===== src/rtl/dmem_arbiter_pkg.sv =====
// Shared encodings for the data-memory arbiter: access sizes, FSM states,
// requester identifiers and the alignment rule shared by the datapath.
package dmem_pkg;

    localparam logic [1:0] SZ_B = 2'b00;
    localparam logic [1:0] SZ_H = 2'b01;
    localparam logic [1:0] SZ_W = 2'b10;
    localparam logic [1:0] SZ_X = 2'b11;

    typedef enum logic [1:0] {
        ST_IDLE   = 2'b00,
        ST_ACCESS = 2'b01,
        ST_RMW_WR = 2'b10
    } state_e;

    localparam logic ID_M0 = 1'b0;
    localparam logic ID_M1 = 1'b1;

    // True when the low address bits do not suit the access size, or the
    // size code itself is illegal.
    function automatic logic bad_align(input logic [1:0] lo, input logic [1:0] sz);
        logic bad;
        case (sz)
            SZ_B:    bad = 1'b0;
            SZ_H:    bad = lo[0];
            SZ_W:    bad = (lo != 2'b00);
            default: bad = 1'b1;
        endcase
        return bad;
    endfunction

endpackage


===== src/rtl/dmem_arbiter_if.sv =====
// Requester-side bus of the data-memory arbiter: request/handshake on one
// side, completion pulse with extended load data and error on the other.
interface dmem_arbiter_if;
    logic        req;
    logic        we;
    logic [31:0] addr;
    logic [1:0]  size;
    logic        uns;
    logic [31:0] wdata;
    logic        gnt;
    logic        rvalid;
    logic [31:0] rdata;
    logic        err;

    modport master (
        output req, we, addr, size, uns, wdata,
        input  gnt, rvalid, rdata, err
    );

    modport slave (
        input  req, we, addr, size, uns, wdata,
        output gnt, rvalid, rdata, err
    );
endinterface


===== src/rtl/dmem_arbiter_lsu_align.sv =====
// Combinational lane logic: extracts and extends load data, merges sub-word
// store data into the current memory word, and flags illegal accesses.
module lsu_align
    import dmem_pkg::*;
#(
    parameter int DEPTH = 1024
) (
    input  logic [31:0] addr_i,
    input  logic [1:0]  size_i,
    input  logic        uns_i,
    input  logic [31:0] wdata_i,
    input  logic [31:0] rd_word_i,
    output logic [31:0] load_data_o,
    output logic [31:0] merge_word_o,
    output logic        err_o
);
    localparam logic [31:0] LIMIT = 32'(DEPTH) << 2;

    logic [7:0]  byte_s;
    logic [15:0] half_s;

    // Select the addressed byte and half lanes of the read word.
    always_comb begin
        byte_s = rd_word_i[7:0];
        case (addr_i[1:0])
            2'd0:    byte_s = rd_word_i[7:0];
            2'd1:    byte_s = rd_word_i[15:8];
            2'd2:    byte_s = rd_word_i[23:16];
            2'd3:    byte_s = rd_word_i[31:24];
            default: byte_s = rd_word_i[7:0];
        endcase
        if (addr_i[1]) begin
            half_s = rd_word_i[31:16];
        end else begin
            half_s = rd_word_i[15:0];
        end
    end

    // Zero- or sign-extend the selected lane to a full word.
    always_comb begin
        load_data_o = 32'h0000_0000;
        case (size_i)
            SZ_B: begin
                if (uns_i) begin
                    load_data_o = {24'h00_0000, byte_s};
                end else begin
                    load_data_o = {{24{byte_s[7]}}, byte_s};
                end
            end
            SZ_H: begin
                if (uns_i) begin
                    load_data_o = {16'h0000, half_s};
                end else begin
                    load_data_o = {{16{half_s[15]}}, half_s};
                end
            end
            SZ_W:    load_data_o = rd_word_i;
            default: load_data_o = 32'h0000_0000;
        endcase
    end

    // Replace only the addressed lane; every other bit of the word survives.
    always_comb begin
        merge_word_o = rd_word_i;
        case (size_i)
            SZ_B: begin
                case (addr_i[1:0])
                    2'd0:    merge_word_o[7:0]   = wdata_i[7:0];
                    2'd1:    merge_word_o[15:8]  = wdata_i[7:0];
                    2'd2:    merge_word_o[23:16] = wdata_i[7:0];
                    2'd3:    merge_word_o[31:24] = wdata_i[7:0];
                    default: merge_word_o        = rd_word_i;
                endcase
            end
            SZ_H: begin
                if (addr_i[1]) begin
                    merge_word_o[31:16] = wdata_i[15:0];
                end else begin
                    merge_word_o[15:0]  = wdata_i[15:0];
                end
            end
            default: merge_word_o = rd_word_i;
        endcase
    end

    // Misaligned, illegal size, or beyond the end of memory.
    always_comb begin
        err_o = bad_align(addr_i[1:0], size_i) || (addr_i >= LIMIT);
    end

endmodule


===== src/rtl/dmem_arbiter.sv =====
// Round-robin arbiter and access sequencer for the single-port data memory.
// A granted request is latched, performed in ACCESS (plus RMW_WR for
// sub-word stores) and completed with a registered rvalid pulse.
module dmem_arbiter
    import dmem_pkg::*;
#(
    parameter int DEPTH = 1024
) (
    input  logic          clk,
    input  logic          rst,
    dmem_arbiter_if.slave m0,
    dmem_arbiter_if.slave m1,
    output logic [31:0]   A_mem,
    output logic [31:0]   DataIP,
    output logic          MemRW,
    input  logic [31:0]   D_read
);
    localparam int AW = $clog2(DEPTH);

    state_e      state_q, state_d;
    logic        rr_q;
    logic [31:0] addr_q;
    logic [1:0]  size_q;
    logic        we_q;
    logic        uns_q;
    logic [31:0] wdata_q;
    logic        id_q;
    logic [31:0] merge_q;
    logic        rvalid0_q, rvalid1_q;
    logic        err0_q, err1_q;
    logic [31:0] rdata0_q, rdata1_q;

    logic        any_req_s;
    logic        win_id_s;
    logic        gnt0_s, gnt1_s;
    logic        finish_s;
    logic        merge_ld_s;
    logic [31:0] word_idx_s;
    logic [31:0] load_data_s;
    logic [31:0] merge_word_s;
    logic        acc_err_s;
    logic        sel_we_s, sel_uns_s;
    logic [31:0] sel_addr_s, sel_wdata_s;
    logic [1:0]  sel_size_s;

    assign word_idx_s = {{(32-AW){1'b0}}, addr_q[AW+1:2]};

    lsu_align #(.DEPTH(DEPTH)) u_align (
        .addr_i       (addr_q),
        .size_i       (size_q),
        .uns_i        (uns_q),
        .wdata_i      (wdata_q),
        .rd_word_i    (D_read),
        .load_data_o  (load_data_s),
        .merge_word_o (merge_word_s),
        .err_o        (acc_err_s)
    );

    // Arbitration: on a tie the round-robin pointer decides, else the sole requester wins.
    always_comb begin
        any_req_s = m0.req | m1.req;
        if (m0.req && m1.req) begin
            win_id_s = rr_q;
        end else if (m1.req) begin
            win_id_s = ID_M1;
        end else begin
            win_id_s = ID_M0;
        end
        if (win_id_s == ID_M1) begin
            sel_we_s    = m1.we;
            sel_uns_s   = m1.uns;
            sel_addr_s  = m1.addr;
            sel_size_s  = m1.size;
            sel_wdata_s = m1.wdata;
        end else begin
            sel_we_s    = m0.we;
            sel_uns_s   = m0.uns;
            sel_addr_s  = m0.addr;
            sel_size_s  = m0.size;
            sel_wdata_s = m0.wdata;
        end
    end

    // FSM state register.
    always_ff @(posedge clk) begin
        if (rst) begin
            state_q <= ST_IDLE;
        end else begin
            state_q <= state_d;
        end
    end

    // FSM next-state: only valid sub-word stores take the extra write cycle.
    always_comb begin
        state_d = state_q;
        case (state_q)
            ST_IDLE: begin
                if (any_req_s) begin
                    state_d = ST_ACCESS;
                end else begin
                    state_d = ST_IDLE;
                end
            end
            ST_ACCESS: begin
                if (!acc_err_s && we_q && (size_q != SZ_W)) begin
                    state_d = ST_RMW_WR;
                end else begin
                    state_d = ST_IDLE;
                end
            end
            ST_RMW_WR: state_d = ST_IDLE;
            default:   state_d = ST_IDLE;
        endcase
    end

    // FSM outputs: grants, memory bus and completion strobe; all held low in reset.
    always_comb begin
        gnt0_s     = 1'b0;
        gnt1_s     = 1'b0;
        MemRW      = 1'b0;
        A_mem      = 32'h0000_0000;
        DataIP     = 32'h0000_0000;
        finish_s   = 1'b0;
        merge_ld_s = 1'b0;
        if (rst) begin
            finish_s = 1'b0;
        end else begin
            case (state_q)
                ST_IDLE: begin
                    if (any_req_s) begin
                        gnt0_s = (win_id_s == ID_M0);
                        gnt1_s = (win_id_s == ID_M1);
                    end else begin
                        gnt0_s = 1'b0;
                        gnt1_s = 1'b0;
                    end
                end
                ST_ACCESS: begin
                    A_mem = word_idx_s;
                    if (acc_err_s || !we_q) begin
                        finish_s = 1'b1;
                    end else if (size_q == SZ_W) begin
                        MemRW    = 1'b1;
                        DataIP   = wdata_q;
                        finish_s = 1'b1;
                    end else begin
                        merge_ld_s = 1'b1;
                    end
                end
                ST_RMW_WR: begin
                    A_mem    = word_idx_s;
                    MemRW    = 1'b1;
                    DataIP   = merge_q;
                    finish_s = 1'b1;
                end
                default: finish_s = 1'b0;
            endcase
        end
    end

    // Request latch, round-robin pointer, merge register and registered completion.
    always_ff @(posedge clk) begin
        if (rst) begin
            rr_q      <= ID_M0;
            addr_q    <= 32'h0000_0000;
            size_q    <= 2'b00;
            we_q      <= 1'b0;
            uns_q     <= 1'b0;
            wdata_q   <= 32'h0000_0000;
            id_q      <= ID_M0;
            merge_q   <= 32'h0000_0000;
            rvalid0_q <= 1'b0;
            rvalid1_q <= 1'b0;
            err0_q    <= 1'b0;
            err1_q    <= 1'b0;
            rdata0_q  <= 32'h0000_0000;
            rdata1_q  <= 32'h0000_0000;
        end else begin
            if (gnt0_s || gnt1_s) begin
                addr_q  <= sel_addr_s;
                size_q  <= sel_size_s;
                we_q    <= sel_we_s;
                uns_q   <= sel_uns_s;
                wdata_q <= sel_wdata_s;
                id_q    <= win_id_s;
                rr_q    <= ~win_id_s;
            end
            if (merge_ld_s) begin
                merge_q <= merge_word_s;
            end
            rvalid0_q <= finish_s && (id_q == ID_M0);
            rvalid1_q <= finish_s && (id_q == ID_M1);
            err0_q    <= finish_s && (id_q == ID_M0) && acc_err_s;
            err1_q    <= finish_s && (id_q == ID_M1) && acc_err_s;
            rdata0_q  <= (finish_s && (id_q == ID_M0) && !acc_err_s && !we_q) ? load_data_s : 32'h0000_0000;
            rdata1_q  <= (finish_s && (id_q == ID_M1) && !acc_err_s && !we_q) ? load_data_s : 32'h0000_0000;
        end
    end

    assign m0.gnt    = gnt0_s;
    assign m1.gnt    = gnt1_s;
    assign m0.rvalid = rvalid0_q;
    assign m1.rvalid = rvalid1_q;
    assign m0.rdata  = rdata0_q;
    assign m1.rdata  = rdata1_q;
    assign m0.err    = err0_q;
    assign m1.err    = err1_q;

endmodule


===== src/flat_wrapper.sv =====
// flat-port wrapper written by rule: the top's interface ports become plain ports
module dmem_arbiter_flat import dmem_pkg::*;
#(
    parameter int DEPTH = 1024
)
  (clk, rst, A_mem, DataIP, MemRW, D_read, m0_req, m0_we, m0_addr, m0_size, m0_uns, m0_wdata, m0_gnt, m0_rvalid, m0_rdata, m0_err, m1_req, m1_we, m1_addr, m1_size, m1_uns, m1_wdata, m1_gnt, m1_rvalid, m1_rdata, m1_err);
  dmem_arbiter_if m0_i ();
  dmem_arbiter_if m1_i ();
  input  logic clk;
  input  logic rst;
  output logic [31:0] A_mem;
  output logic [31:0] DataIP;
  output logic MemRW;
  input  logic [31:0] D_read;
  input wire logic [$bits(m0_i.req)-1:0] m0_req;
  input wire logic [$bits(m0_i.we)-1:0] m0_we;
  input wire logic [$bits(m0_i.addr)-1:0] m0_addr;
  input wire logic [$bits(m0_i.size)-1:0] m0_size;
  input wire logic [$bits(m0_i.uns)-1:0] m0_uns;
  input wire logic [$bits(m0_i.wdata)-1:0] m0_wdata;
  output wire logic [$bits(m0_i.gnt)-1:0] m0_gnt;
  output wire logic [$bits(m0_i.rvalid)-1:0] m0_rvalid;
  output wire logic [$bits(m0_i.rdata)-1:0] m0_rdata;
  output wire logic [$bits(m0_i.err)-1:0] m0_err;
  input wire logic [$bits(m1_i.req)-1:0] m1_req;
  input wire logic [$bits(m1_i.we)-1:0] m1_we;
  input wire logic [$bits(m1_i.addr)-1:0] m1_addr;
  input wire logic [$bits(m1_i.size)-1:0] m1_size;
  input wire logic [$bits(m1_i.uns)-1:0] m1_uns;
  input wire logic [$bits(m1_i.wdata)-1:0] m1_wdata;
  output wire logic [$bits(m1_i.gnt)-1:0] m1_gnt;
  output wire logic [$bits(m1_i.rvalid)-1:0] m1_rvalid;
  output wire logic [$bits(m1_i.rdata)-1:0] m1_rdata;
  output wire logic [$bits(m1_i.err)-1:0] m1_err;
  assign m0_i.req = m0_req;
  assign m0_i.we = m0_we;
  assign m0_i.addr = m0_addr;
  assign m0_i.size = m0_size;
  assign m0_i.uns = m0_uns;
  assign m0_i.wdata = m0_wdata;
  assign m0_gnt = m0_i.gnt;
  assign m0_rvalid = m0_i.rvalid;
  assign m0_rdata = m0_i.rdata;
  assign m0_err = m0_i.err;
  assign m1_i.req = m1_req;
  assign m1_i.we = m1_we;
  assign m1_i.addr = m1_addr;
  assign m1_i.size = m1_size;
  assign m1_i.uns = m1_uns;
  assign m1_i.wdata = m1_wdata;
  assign m1_gnt = m1_i.gnt;
  assign m1_rvalid = m1_i.rvalid;
  assign m1_rdata = m1_i.rdata;
  assign m1_err = m1_i.err;
  dmem_arbiter #(.DEPTH(DEPTH)) u_core (.clk(clk), .rst(rst), .m0(m0_i), .m1(m1_i), .A_mem(A_mem), .DataIP(DataIP), .MemRW(MemRW), .D_read(D_read));
endmodule

===== config.mk =====
export PLATFORM = sky130hd
export DESIGN_NAME = dmem_arbiter_flat
export DESIGN_NICKNAME = d
export VERILOG_FILES = /design/src/rtl/dmem_arbiter_pkg.sv /design/src/rtl/dmem_arbiter_if.sv /design/src/rtl/dmem_arbiter_lsu_align.sv /design/src/rtl/dmem_arbiter.sv /design/src/flat_wrapper.sv
export SDC_FILE = /design/constraint.sdc
export NUM_CORES = 1
export LEC_CHECK = 0
export BUFFER_PORTS_ARGS = -buffer_cell sky130_fd_sc_hd__buf_2
export CORE_MARGIN = 3
export CORE_UTILIZATION = 45
export CTS_CLUSTER_DIAMETER = 40
export DETAILED_ROUTE_END_ITERATION = 8
export GPL_TIMING_DRIVEN = 0
export PLACE_DENSITY = 0.78
export SYNTH_ARGS = -nofsm -noshare
export SYNTH_HDL_FRONTEND = slang
export SYNTH_HIERARCHICAL = 1
export SYNTH_SLANG_ARGS = --single-unit

===== constraint.sdc =====
create_clock -name clk -period 5.8 [get_ports clk]
set_input_delay 0.58 -clock clk [delete_from_list [all_inputs] [get_ports clk]]
set_output_delay 0.58 -clock clk [all_outputs]
set_load 0.01 [all_outputs]

# [Yosys cells after proc, flatten, opt, wreduce, memory -nomap -nowiden]
# Index checks and enable logic that the tools add are counted.
[word_totals] ff_bits=172 output_inout_bits=135 in_bits=172 elab_cells=98
[op_classes] order_cmp=1 n_bitwise=5 n_mux=46 n_reduce_logical=23 n_eq_ne=8
[ops] operator="two-way mux 32 bit" count=8
[ops] operator="case mux 32 bit (2 select lines)" count=2
[ops] operator="case mux 32 bit (3 select lines)" count=1
[ops] operator="two-way mux 16 bit" count=3
[ops] operator=">= comparator 32 x 13 -> 1 bit (second input constant)" count=1
[ops] operator="two-way mux 8 bit" count=4
[ops] operator="case mux 8 bit (4 select lines)" count=1
[ops] operator="two-way mux 1 bit" count=20
[ops] operator="logical AND 1 bit" count=11
[ops] operator="two-way mux 10 bit" count=1
[ops] operator="== test 2 bit (second input constant)" count=4
[ops] operator="== test 2 x 1 -> 1 bit (second input constant)" count=3
[ops] operator="zero test 2 bit" count=3
[ops] operator="OR reduction 2 bit" count=3
[ops] operator="two-way mux 2 bit" count=2
[ops] operator="inverter 1 bit" count=4
[ops] operator="case mux 1 bit (2 select lines)" count=2
[ops] operator="case mux 2 bit (2 select lines)" count=1
[ops] operator="logical OR 1 bit" count=3
[ops] operator="case mux 1 bit (3 select lines)" count=1
[ops] operator="zero test 1 bit" count=2
[ops] operator="inequality test 2 bit (second input constant)" count=1
[ops] operator="nonzero test 2 bit" count=1
[ops] operator="bitwise OR 1 bit" count=1

# [Logic depth before layout (Yosys ltp)]
# Gate-level depths: netlist of run 1.
[depth] word_depth=12 ltp_mapped=9 depth_no_buf=6

# [Modules after synthesis]
# The synthesis of run 1 kept the hierarchy.
[by_module_without_submodules] mod="dmem_arbiter" cells_per_inst=777 n_inst=1 area_per_inst_um2=7459.7 seq_area_each_um2=3443.3
[by_module_without_submodules] mod="lsu_align" cells_per_inst=195 n_inst=1 area_per_inst_um2=1333.8 seq_area_each_um2=0.0

# [Worst setup path before layout of run 1]
# Ideal clock, no wire load.
[synth_timing] path_type="register to output" start="reg u_core.size_q[0]" end="out DataIP[22]" arrival_ns=1.992 setup_slack_ns=3.228 required_time_ns=5.220 path_stages_with_launch=9 path_buffers=3 cell_sequence="dfxtp_1 -> buf_2 -> nor2b_1 -> buf_2 -> a211oi_1 -> nand3_1 -> nand4b_1 -> clkbuf_1 -> o21ai_0"
[synth_via] elab_chain_cells=7 word_cells_on_any_way=10 cone_classes="eq/ne: 2; mux: 5; reduce/logical: 3"
[synth_lines] item="start: declaration" line="dmem_arbiter.sv:23" rtl="logic [1:0] size_q;"
[synth_lines] item="start signal: assignment" line="dmem_arbiter.sv:181" rtl="size_q <= sel_size_s;"
[synth_lines] item="== test 2 bit (tied with other cells)" line="dmem_arbiter_pkg.sv:23" rtl="case (sz)"
[synth_lines] item="case mux 1 bit (3 select lines) *" line="dmem_arbiter_pkg.sv:23"
[synth_lines] item="logical OR 1 bit *" line="dmem_arbiter_lsu_align.sv:88" rtl="err_o = bad_align(addr_i[1:0], size_i) || (addr_i >= LIMIT);"
[synth_lines] item="net u_core.acc_err_s" line="dmem_arbiter.sv:41" rtl="logic acc_err_s;"
[synth_lines] item="logical OR 1 bit *" line="dmem_arbiter.sv:140" rtl="if (acc_err_s || !we_q) begin"
[synth_lines] item="two-way mux 32 bit *" line="dmem_arbiter.sv:140"
[synth_lines] item="case mux 32 bit (2 select lines) *" line="dmem_arbiter.sv:128" rtl="case (state_q)"
[synth_lines] item="two-way mux 32 bit *" line="dmem_arbiter.sv:125" rtl="if (rst) begin"
[synth_lines] item="end: declaration" line="flat_wrapper.sv:12" rtl="output logic [31:0] DataIP;"
# Mark *: on every way through the listed nets, which the timed path passes. The rest lies on a longest branch.

# [Final worst setup path of run 1]
[layout_timing] start="reg u_core.size_q[1]" end="out DataIP[27]"
# Same word-level chain as after synthesis.

==> results by group, run 1 <==
Timing
  • Hold slack final: 0.367 ns
  • Hold Vio Cnt, Final: 0
  • Max-slew violations: 0
  • Setup violators final: 0
  • PnR worst setup slack: 1.86 ns
  • Max Freq: 254 MHz
  • Worst slew margin: 18.1%
  • Final TNS setup: 0 ns
  • Final Skew: 0.00985 ns
  • RSZ-0062 raised after global routing: false
  • Fin crit period: 3.94 ns
  • Least-Margin Pin Slew: 1.21 ns
  • Fin crit share: 67.9%

CTS
  • Post CTS Setup Buffer Count: 0
  • CTS hold repair buffers: 0
  • Root buf cell: clkbuf_16
  • Clk_lat worst skew: 0.43 ns
  • Post-CTS resize count: 0
  • Clk sinks: 172
  • Worst-path clk slew: 0.07 ns
  • CTS tree: yes
  • Num CTS Buffers: 17
  • Clock H-tree levels: 4
  • Maximum clock path buffer count: 2

Yosys
  • Synth Area in Adders: 0.427%
  • FF+latch count, synth: 172
  • Sequential area share after synthesis: 39.2%
  • Primary FF master, synth: dfxtp_1
  • Post-synth EDFFs: 0
  • Post-synth top area share: 39.2%
  • Mux cell area share after synthesis: 8.05%
  • Async SR Flop Fraction: 0%
  • Avg Inst Size Synth: 9.05 um2
  • Synth Area in XOR/XNOR: 0%
  • Largest family of logic cells by synthesized area: simple AND/OR/NAND/NOR gates
  • Yosys cell types: 55
  • YS warnings: 6
  • Syn Inst Count: 972
  • Synth Area in Simple Gates: 22.7%
  • Post-synth top area cell: dfxtp_1
  • Mapped Area: 0.00879 mm2
  • Synth Area in Compound Gates: 21.7%
  • Synth top area cells: dfxtp_1 39%, o21ai_0 5.5%, and2_1 5.3%

Floorplanning
  • Die area: 0.0213 mm2
  • Die Span X: 146 um
  • Top-Level Pins: 307
  • Core Area: 0.0190 mm2
  • Rows: 50
  • Die Ht: 146 um
  • Initial core utilization: 46.4%

Drt
  • Initial DRC count: 543
  • ANT nets after route: 0
  • Per-cell routed wire length: 19.1 um
  • Vias per cell: 5.53
  • Drc violations: 0
  • Total wire length: 29.9 mm
  • Via Count: 8668
  • 1st-pass router iterations: 5

Finish
  • Post-Layout Cell Count: 1567
  • Final nets: 1469
  • Diodes inserted: 0
  • Design Area, Final: 0.0112 mm2
  • Layout cells sized above 1: 33.5%
  • Area Growth Syn to Fin: 27.8%

Place
  • Gp weighted congestion: 0.968
  • DP HPWL: 23.5 mm
  • Placed inst area: 0.0106 mm2
  • DP Worst Slack: 2.37 ns
  • DP Cell Count: 1535
  • I/O Buffers: 282

GRT
  • Vias in the first global route: 8418
  • Grt total ovfl: 0
  • Global-route wire length before repair: 46.0 mm
  • GRT Total Usage: 27.1%
  • Initial antenna violation count: 1
  • Largest net degree at the start of global routing: 17

Run
  • Max capacitance violation total: 0

Worst setup path
  • Critical Path Fanout Max: 10
  • Reg2Reg Depth: 9
  • Worst r2r src: u_core/size_q[0]
  • CP Launch Type: register
  • RR Endpoint: u_core/merge_q[9]
  • Worst reg-to-reg setup slack: 2.74 ns
  • Critical path origin: u_core/size_q[1]
  • CP required: 5.22 ns
  • WS Path Type: register to output pin
  • Worst EP arrival: 3.36 ns
  • Critical Path Sink Type: output pin

Min path
  • Hold wc startpoint: m0_wdata[2]
  • Hold path depth: 2
  • Hold EP: u_core/wdata_q[2]
  • Hold Path Class: input pin to register

Run status
  • Status: completed

Pwr
  • Worst vdd ir: 0.198 mV
  • Leakage: 5.09 nW
  • P per Cell Area: 274 mW/mm2
## report_power, final
| part | internal, mW | switching (mW) | total (mW) |
|---|---|---|---|
| Clock | 0.712 | 0.504 | 1.22 |
| Combinational | 0.241 | 0.322 | 0.563 |
| Sequential | 1.24 | 0.0587 | 1.30 |
| Total | 2.19 | 0.885 | 3.08 |
## state kept, by name, summed over array words and instances, names as in the netlist, 2 cells and up
signal	flops
u_core/wdata_q	32
u_core/m0.rdata	32
u_core/merge_q	32
u_core/size_q	2
u_core/addr_q	32
u_core/state_q	2
u_core/m1.rdata	32
## layer usage
layer | part of all wire, % | vias to the layer above | GRT usage (%)
met1 | 41 | 4013 | 33.7
met3 | 8.5 | 70 | 5.73
met2 | 47 | 465 | 45.7
li1 | - | 4118 | -
met5 | 0.043 | - | 0
met4 | 3.5 | 2 | 10.9
## cells by family (layout without fill, tap and decap cells)
| group | after synthesis | after routing |
|---|---|---|
| flops | 172 | 172 |
| simple gates | 332 | 332 |
| mux | 58 | 58 |
| fa+ha+maj | 3 | 3 |
| other cells | 1 | 22 |
| compound gates | 271 | 271 |
| buf+inv | 135 | 449 |
## synthesized netlist by cell type (all sizes together) (6+ instances only)
cell type,n
o21ai,103
dfxtp,172
nor2,16
nor2b,41
nand2b,53
inv,14
a22oi,52
buf,75
mux2i,13
mux2,42
clkbuf,46
o22ai,6
nor4b,6
a21oi,10
a311oi,46
a221o,40
nand3,37
and2,74
nor3b,22
nand2,57
## layout make-up
| type | count | area (um2) |
|---|---|---|
| buffer | 121 | 643 |
| timing repair buffer | 282 | 1410 |
| tap | 260 | 325 |
| clock buffer | 19 | 453 |
| fill | 1741 | 7710 |
| inverter | 14 | 52.6 |
| multi-input combinational | 686 | 4730 |
| clock inverter | 13 | 179 |
| sequential | 172 | 3440 |
## how the worst max path moves through the flow
| stage | to | slack (ns) | cells past startpoint |
|---|---|---|---|
| 6_report | DataIP[27] | 1.86 | 9 |
| 2_1_floorplan | DataIP[22] | 3.23 | 8 |
| 5_1_grt | DataIP[29] | 1.70 | 9 |
| 4_1_cts | DataIP[11] | 1.89 | 9 |
| 3_3_place_gp | DataIP[27] | 2.40 | 9 |
| 3_5_place_dp | DataIP[27] | 2.37 | 9 |
## critical path, stage by stage, from the launching register on
cell	delay (ns)
dfxtp_1	0.54
buf_2	0.29
buf_1	0.43
nand2_1	0.18
and4_1	0.22
nand3_1	0.13
nand4b_1	0.30
clkbuf_1	0.40
o21ai_0	0.24
buf_2	0.19
## placed cells by master, fill, tap and decap left out, types with 4 or more instances in the layout
cell type / synthesis / final
clkbuf_16: 0 / 17
o21ai_0: 96 / 96
clkbuf_1: 46 / 46
o21ai_1: 7 / 7
dfxtp_1: 172 / 172
a21oi_1: 10 / 10
a311oi_1: 46 / 46
nor4b_1: 5 / 5
mux2_2: 32 / 32
conb_1: 1 / 22
mux2_4: 10 / 10
nand3_1: 37 / 37
o22ai_1: 6 / 6
mux2i_1: 13 / 13
nand2_1: 57 / 57
nor3b_1: 22 / 22
buf_4: 25 / 25
buf_2: 34 / 316
nor2b_1: 40 / 40
a22oi_1: 52 / 52
inv_1: 13 / 13
buf_1: 9 / 9
and3_1: 4 / 4
buf_6: 7 / 7
nand2b_1: 51 / 51
and2_1: 74 / 74
nor2_1: 14 / 14
a21o_1: 5 / 5
a221o_1: 40 / 40
## per-stage QoR
stage          power (mW)  util, %
2_1_floorplan        1.66        -
3_3_place_gp         1.86     56.0
3_5_place_dp         1.87     56.0
4_1_cts              3.09     59.3
5_1_grt              3.20     59.3
6_report             3.08     59.3
No activity file was read; power rests on OpenSTA's default activity.
==> inputs of run 2 (changes only) <==
- PLACE_DENSITY: 0.78 -> 0.81
- clock period: 5.8 -> 3.3 ns (I/O delays scaled with it)
==> results by group, run 2 (synthesized netlist as in run 1, its figures left out) <==
CTS
  • Worst-path clk slew: 0.07 ns (about the same)
  • CTS hold repair buffers: 0 (unchanged)
  • Maximum clock path buffer count: 2 (unchanged)
  • Num CTS Buffers: 17 (unchanged)
  • Clock H-tree levels: 4 (unchanged)
  • Clk_lat worst skew: 0.43 ns (about the same)
  • Root buf cell: clkbuf_16 (unchanged)
  • Clk sinks: 172 (unchanged)
  • CTS tree: yes (unchanged)

Finish
  • Most frequent cells in the layout: 316 x buf_2, 171 x dfxtp_1, 89 x o21ai_0 (was 316 x buf_2, 172 x dfxtp_1, 96 x o21ai_0)
  • Multi-input gate area: 0.00473 mm2 (unchanged)
  • Final nets: 1470 (was 1469)
  • Fill cells: 1674 (was 1741)
  • Layout cells sized above 1: 34.0% (was 33.5%)
  • Final core occ: 59.4% (was 59.3%)
  • Post-Layout Cell Count: 1572 (was 1567)
  • Storage cell area: 0.00344 mm2 (about the same)
  • Area Growth Syn to Fin: 28.1% (was 27.8%)
  • Design Area, Final: 0.0113 mm2 (was 0.0112 mm2)
  • Leading cell type in the layout, fill and taps excluded: buf_2 (unchanged)

Worst setup path
  • Critical Path Fanout Max: 10 (unchanged)
  • Critical Path Sink Type: output pin (unchanged)
  • Critical-path top delay cell: dfxtp_2 (was dfxtp_1)
  • WP buf/inv: 5 (was 4)
  • Stages on worst setup path: 10 (was 9)
  • Reg2Reg Depth: 9 (unchanged)
  • Most frequent CP cell: buf_2 (unchanged)
  • CP required: 2.97 ns (was 5.22 ns)
  • RR Endpoint: u_core/merge_q[8] (was u_core/merge_q[9])
  • Worst EP arrival: 2.85 ns (was 3.36 ns)
  • Worst reg-to-reg setup slack: 0.48 ns (was 2.74 ns)
  • Worst r2r src: u_core/size_q[0] (unchanged)
  • Max stage delay on crit path: 0.46 ns (was 0.54 ns)
  • Crit-path cells: clkbuf_4, nor2b_1, buf_2, a211oi_1, nand3_1, nand4b_1, buf_4, clkbuf_2, o21ai_1, buf_2 (was buf_2, buf_1, nand2_1, and4_1, nand3_1, nand4b_1, clkbuf_1, o21ai_0, buf_2)
  • CP Launch Type: register (unchanged)
  • WS Path Type: register to output pin (unchanged)
  • Crit path max-delay family: buffers and inverters (unchanged)

Timing
  • RSZ-0062 raised after global routing: false (unchanged)
  • Fin crit share: 96.3%
  • Fin crit period: 3.18 ns
  • Final Skew: 0.00992 ns (was 0.00985 ns)
  • Hold slack final: 0.119 ns (was 0.367 ns)
  • Worst slew margin: 19.5% (was 18.1%)
  • Setup violators final: 0 (unchanged)
  • Least-Margin Pin Slew: 1.19 ns (was 1.21 ns)
  • Hold Vio Cnt, Final: 0 (unchanged)
  • PnR worst setup slack: 0.123 ns (was 1.86 ns)
  • Max-slew violations: 0 (unchanged)
  • Max Freq: 315 MHz
  • Final TNS setup: 0 ns (unchanged)

Pwr
  • Sequential share of power: 42.3% (was 42.2%)
  • Pint: 3.83 mW (was 2.19 mW)
  • Psw: 1.57 mW (was 885 uW)
  • Clk pwr share: 39.3% (was 39.5%)
  • P per Cell Area: 479 mW/mm2 (was 274 mW/mm2)
  • Pwr Total: 5.40 mW (was 3.08 mW)
  • Worst vdd ir: 0.376 mV (was 0.198 mV)
  • Leakage: 5.10 nW (was 5.09 nW)
  • Switching share of total power: 29.1% (was 28.7%)
  • Comb power frac: 18.4% (was 18.3%)

Floorplanning
  • Core Area: 0.0190 mm2 (unchanged)
  • Die Span X: 146 um (unchanged)
  • Die Ht: 146 um (unchanged)
  • Top-Level Pins: 307 (unchanged)
  • Initial core utilization: 46.4% (unchanged)
  • Rows: 50 (unchanged)
  • Die area: 0.0213 mm2 (unchanged)

Drt
  • Initial DRC count: 670 (was 543)
  • 1st-pass router iterations: 6 (was 5)
  • Per-cell routed wire length: 19.4 um (was 19.1 um)
  • Total wire length: 30.5 mm (was 29.9 mm)
  • Drc violations: 0 (unchanged)
  • Vias per cell: 5.60 (was 5.53)
  • Via Count: 8807 (was 8668)
  • ANT nets after route: 0 (unchanged)

Place
  • Placed inst area: 0.0106 mm2 (unchanged)
  • DP HPWL: 23.8 mm (was 23.5 mm)
  • DP Worst Slack: 0.132 ns (was 2.37 ns)
  • I/O Buffers: 282 (unchanged)
  • Gp weighted congestion: 0.971 (was 0.968)
  • DP Cell Count: 1535 (unchanged)

GRT
  • Grt total ovfl: 0 (unchanged)
  • Global-route wire length before repair: 46.5 mm (was 46.0 mm)
  • Largest net degree at the start of global routing: 20 (was 17)
  • Vias in the first global route: 8539 (was 8418)
  • GRT Total Usage: 27.5% (was 27.1%)
  • Initial antenna violation count: 5 (was 1)

Min path
  • Hold wc startpoint: m1_addr[26] (was m0_wdata[2])
  • Hold Path Class: input pin to register (unchanged)
  • Hold path depth: 2 (unchanged)
  • Hold EP: u_core/addr_q[26] (was u_core/wdata_q[2])

Run status
  • Status: completed (unchanged)

Run
  • Max capacitance violation total: 0 (unchanged)
==> run 2: cell count changes in the layout (fill, tap and decap cells not counted), sizes merged <==
cell	before	now
buf	357	359
clkbuf	65	63
clkinv	2	3
diode	0	4
==> run 2: final cells by class <==
type | count | area share (%)
multi-input cells | 686 | 42.0
flip-flops and latches | 172 | 30.6
repair buffers | 284 | 12.7
plain buffers | 120 | 5.80
clock buffers | 18 | 3.90
well taps | 260 | 2.89
clock inverters | 14 | 1.62
inverters | 14 | 0.466
diodes | 4 | 0.0888
==> run 2: repair_timing <==
action                                  in CTS  in global routing
endpoints found under the setup margin      32                 14
setup buffers                                1                  1
gates resized for setup                     11                  5
pin swaps                                    0                  0
==> run 2: power by group through the flow <==
| stage | clock (mW) | sequential (mW) | combinational, mW |
|---|---|---|---|
| floorplan | 0 | 2.28 | 0.643 |
| global placement | 0 | 2.32 | 0.949 |
| detailed placement | 0 | 2.32 | 0.965 |
| CTS | 2.15 | 2.28 | 0.970 |
| global route | 2.25 | 2.29 | 1.07 |
| finish | 2.12 | 2.28 | 0.995 |
==> run 2: how the worst max path moves through the flow <==
stage                     start            endpoint  slack (ns)
6_report       u_core/size_q[0]          DataIP[11]        0.12
5_1_grt        u_core/size_q[1]           DataIP[4]       0.002
4_1_cts        u_core/size_q[0]          DataIP[30]      0.0004
3_5_place_dp   u_core/size_q[1]          DataIP[11]        0.13
3_3_place_gp   u_core/size_q[1]          DataIP[11]        0.17
2_1_floorplan  u_core/size_q[0]  u_core/merge_q[10]        0.89
==> run 2: layer usage <==
metal,track usage (%),vias up,share of wire [%]
li1,-,4134,-
met1,33.3,4078,39
met2,46.6,510,48
met3,6.82,81,8.8
met4,11.5,4,3.4
met5,0,-,0.089
==> inputs of run 3 (changes only) <==
- CAP_MARGIN: not set -> 20
- PLACE_DENSITY: 0.81 -> 0.79
==> results by group, run 3 (synthesized netlist as in run 1, its figures left out) <==
Drt
  • 1st-pass router iterations: 5 (was 6)
  • Initial DRC count: 688 (was 670)
  • Drc violations: 0 (unchanged)
  • Per-cell routed wire length: 19.0 um (was 19.4 um)
  • Vias per cell: 5.54 (was 5.60)
  • Total wire length: 29.7 mm (was 30.5 mm)
  • ANT nets after route: 0 (unchanged)
  • Via Count: 8684 (was 8807)

Timing
  • Least-Margin Pin Slew: 1.12 ns (was 1.19 ns)
  • Fin crit period: 3.21 ns (was 3.18 ns)
  • Max Freq: 312 MHz (was 315 MHz)
  • Final Skew: 0.0174 ns (was 0.00992 ns)
  • Worst slew margin: 24.3% (was 19.5%)
  • Hold slack final: 0.103 ns (was 0.119 ns)
  • Setup violators final: 0 (unchanged)
  • Final TNS setup: 0 ns (unchanged)
  • Hold Vio Cnt, Final: 0 (unchanged)
  • Max-slew violations: 0 (unchanged)
  • Fin crit share: 97.1% (was 96.3%)
  • RSZ-0062 raised after global routing: false (unchanged)

Finish
  • Diodes inserted: 0 (was 4)
  • Fill cells: 1711 (was 1674)
  • Design Area, Final: 0.0112 mm2 (was 0.0113 mm2)
  • Area Growth Syn to Fin: 27.1% (was 28.1%)
  • Layout cells sized above 1: 34.0% (unchanged)
  • Final nets: 1470 (unchanged)
  • Most frequent cells in the layout: 316 x buf_2, 170 x dfxtp_1, 91 x o21ai_0 (was 316 x buf_2, 171 x dfxtp_1, 89 x o21ai_0)
  • Leading cell type in the layout, fill and taps excluded: buf_2 (unchanged)

Pwr
  • Comb power frac: 19.3% (was 18.4%)
  • Leakage: 5.06 nW (was 5.10 nW)
  • Psw: 1.55 mW (was 1.57 mW)
  • Clk pwr share: 36.2% (was 39.3%)
  • P per Cell Area: 459 mW/mm2 (was 479 mW/mm2)
  • Pint: 3.58 mW (was 3.83 mW)
  • Switching share of total power: 30.2% (was 29.1%)
  • Sequential share of power: 44.5% (was 42.3%)
  • Worst vdd ir: 0.380 mV (was 0.376 mV)

Run status
  • Status: completed (unchanged)

Place
  • I/O Buffers: 282 (unchanged)
  • DP HPWL: 23.5 mm (was 23.8 mm)
  • Gp weighted congestion: 0.969 (was 0.971)
  • Placed inst area: 0.0106 mm2 (unchanged)

CTS
  • Clock H-tree levels: 4 (unchanged)
  • Clk sinks: 172 (unchanged)
  • Worst-path clk slew: 0.07 ns (about the same)
  • CTS hold repair buffers: 0 (unchanged)
  • Clk_lat worst skew: 0.45 ns (was 0.43 ns)
  • CTS tree: yes (unchanged)
  • Root buf cell: clkbuf_16 (unchanged)
  • Num CTS Buffers: 17 (unchanged)
  • Maximum clock path buffer count: 2 (unchanged)

Floorplanning
  • Die Span X: 146 um (unchanged)
  • Die Ht: 146 um (unchanged)
  • Die area: 0.0213 mm2 (unchanged)
  • Initial core utilization: 46.4% (unchanged)
  • Core Area: 0.0190 mm2 (unchanged)
  • Rows: 50 (unchanged)
  • Top-Level Pins: 307 (unchanged)

Run
  • Max capacitance violation total: 0 (unchanged)

GRT
  • Grt total ovfl: 0 (unchanged)
  • Largest net degree at the start of global routing: 20 (unchanged)
  • Vias in the first global route: 8452 (was 8539)
  • Global-route wire length before repair: 45.9 mm (was 46.5 mm)
  • GRT Total Usage: 27.1% (was 27.5%)
  • Initial antenna violation count: 2 (was 5)

Worst setup path
  • Worst EP arrival: 2.88 ns (was 2.85 ns)
  • CP required: 2.97 ns (about the same)
  • Critical Path Sink Type: output pin (unchanged)
  • Critical Path Fanout Max: 10 (unchanged)
  • CP Launch Type: register (unchanged)
  • WS Path Type: register to output pin (unchanged)

Min path
  • Hold Path Class: input pin to register (unchanged)
## run 3: critical path, stage by stage, from the launching register on
cell	delay, ns
dfxtp_2	0.47
buf_4	0.22
nor2b_1	0.05
buf_2	0.20
a211oi_1	0.25
nand3_1	0.17
nand4b_1	0.25
buf_4	0.18
clkbuf_2	0.19
o21ai_1	0.26
buf_2	0.18
## run 3: area by class of cell
cell class / instances / area, um2 / area share, %
multi-input cells: 686 / 4730 / 42.4
flip-flops and latches: 172 / 3450 / 30.8
repair buffers: 284 / 1430 / 12.8
plain buffers: 120 / 649 / 5.81
clock buffers: 18 / 429 / 3.84
well taps: 260 / 325 / 2.91
clock inverters: 14 / 114 / 1.02
inverters: 14 / 52.6 / 0.470
## run 3: what timing repair did
item,4_1_cts,5_1_grt
resized for setup,9,5
setup buffers,1,1
gates cloned,0,0
setup endpoints to repair,32,28
endpoints found under the hold margin,0,0
## run 3: metal layers
metal  vias up  GRT usage, %  wire (um)
li1       4139             -          -
met1      4029          33.4      12100
met2       441          45.7      14100
met3        71          6.57       2450
met4         4          10.6       1050
met5         -             0         23
## run 3: final timing paths
| path | from | end | slack [ns] | cells past startpoint |
|---|---|---|---|---|
| worst min-delay path | m0_wdata[5] | u_core/wdata_q[5] | 0.10 | 2 |
| worst min register to register | u_core/addr_q[11] | u_core/addr_q[11] | 0.49 | 2 |
| worst max register to register | u_core/size_q[0] | u_core/merge_q[3] | 0.51 | 9 |
| worst max-delay path | u_core/size_q[0] | DataIP[11] | 0.09 | 10 |
## run 3: power groups by stage
stage               registers, mW  logic [mW]  clock network [mW]
floorplan                    2.28       0.643                   0
global placement             2.32       0.953                   0
detailed placement           2.32       0.964                   0
CTS                          2.28       0.969                1.89
global route                 2.29        1.07                1.97
finish                       2.28       0.989                1.86
## run 3: per-stage QoR
step                      utilization [%]  cells  power [mW]  setup WS, ns
after floorplan                         -    993        2.92         0.886
after global placement               56.0   1535        3.27         0.154
after detailed placement             56.0   1535        3.29         0.144
after CTS                            58.9   1567        5.13       0.00846
after global routing                 59.0   1568        5.34        0.0230
final                                59.0   1568        5.13        0.0946
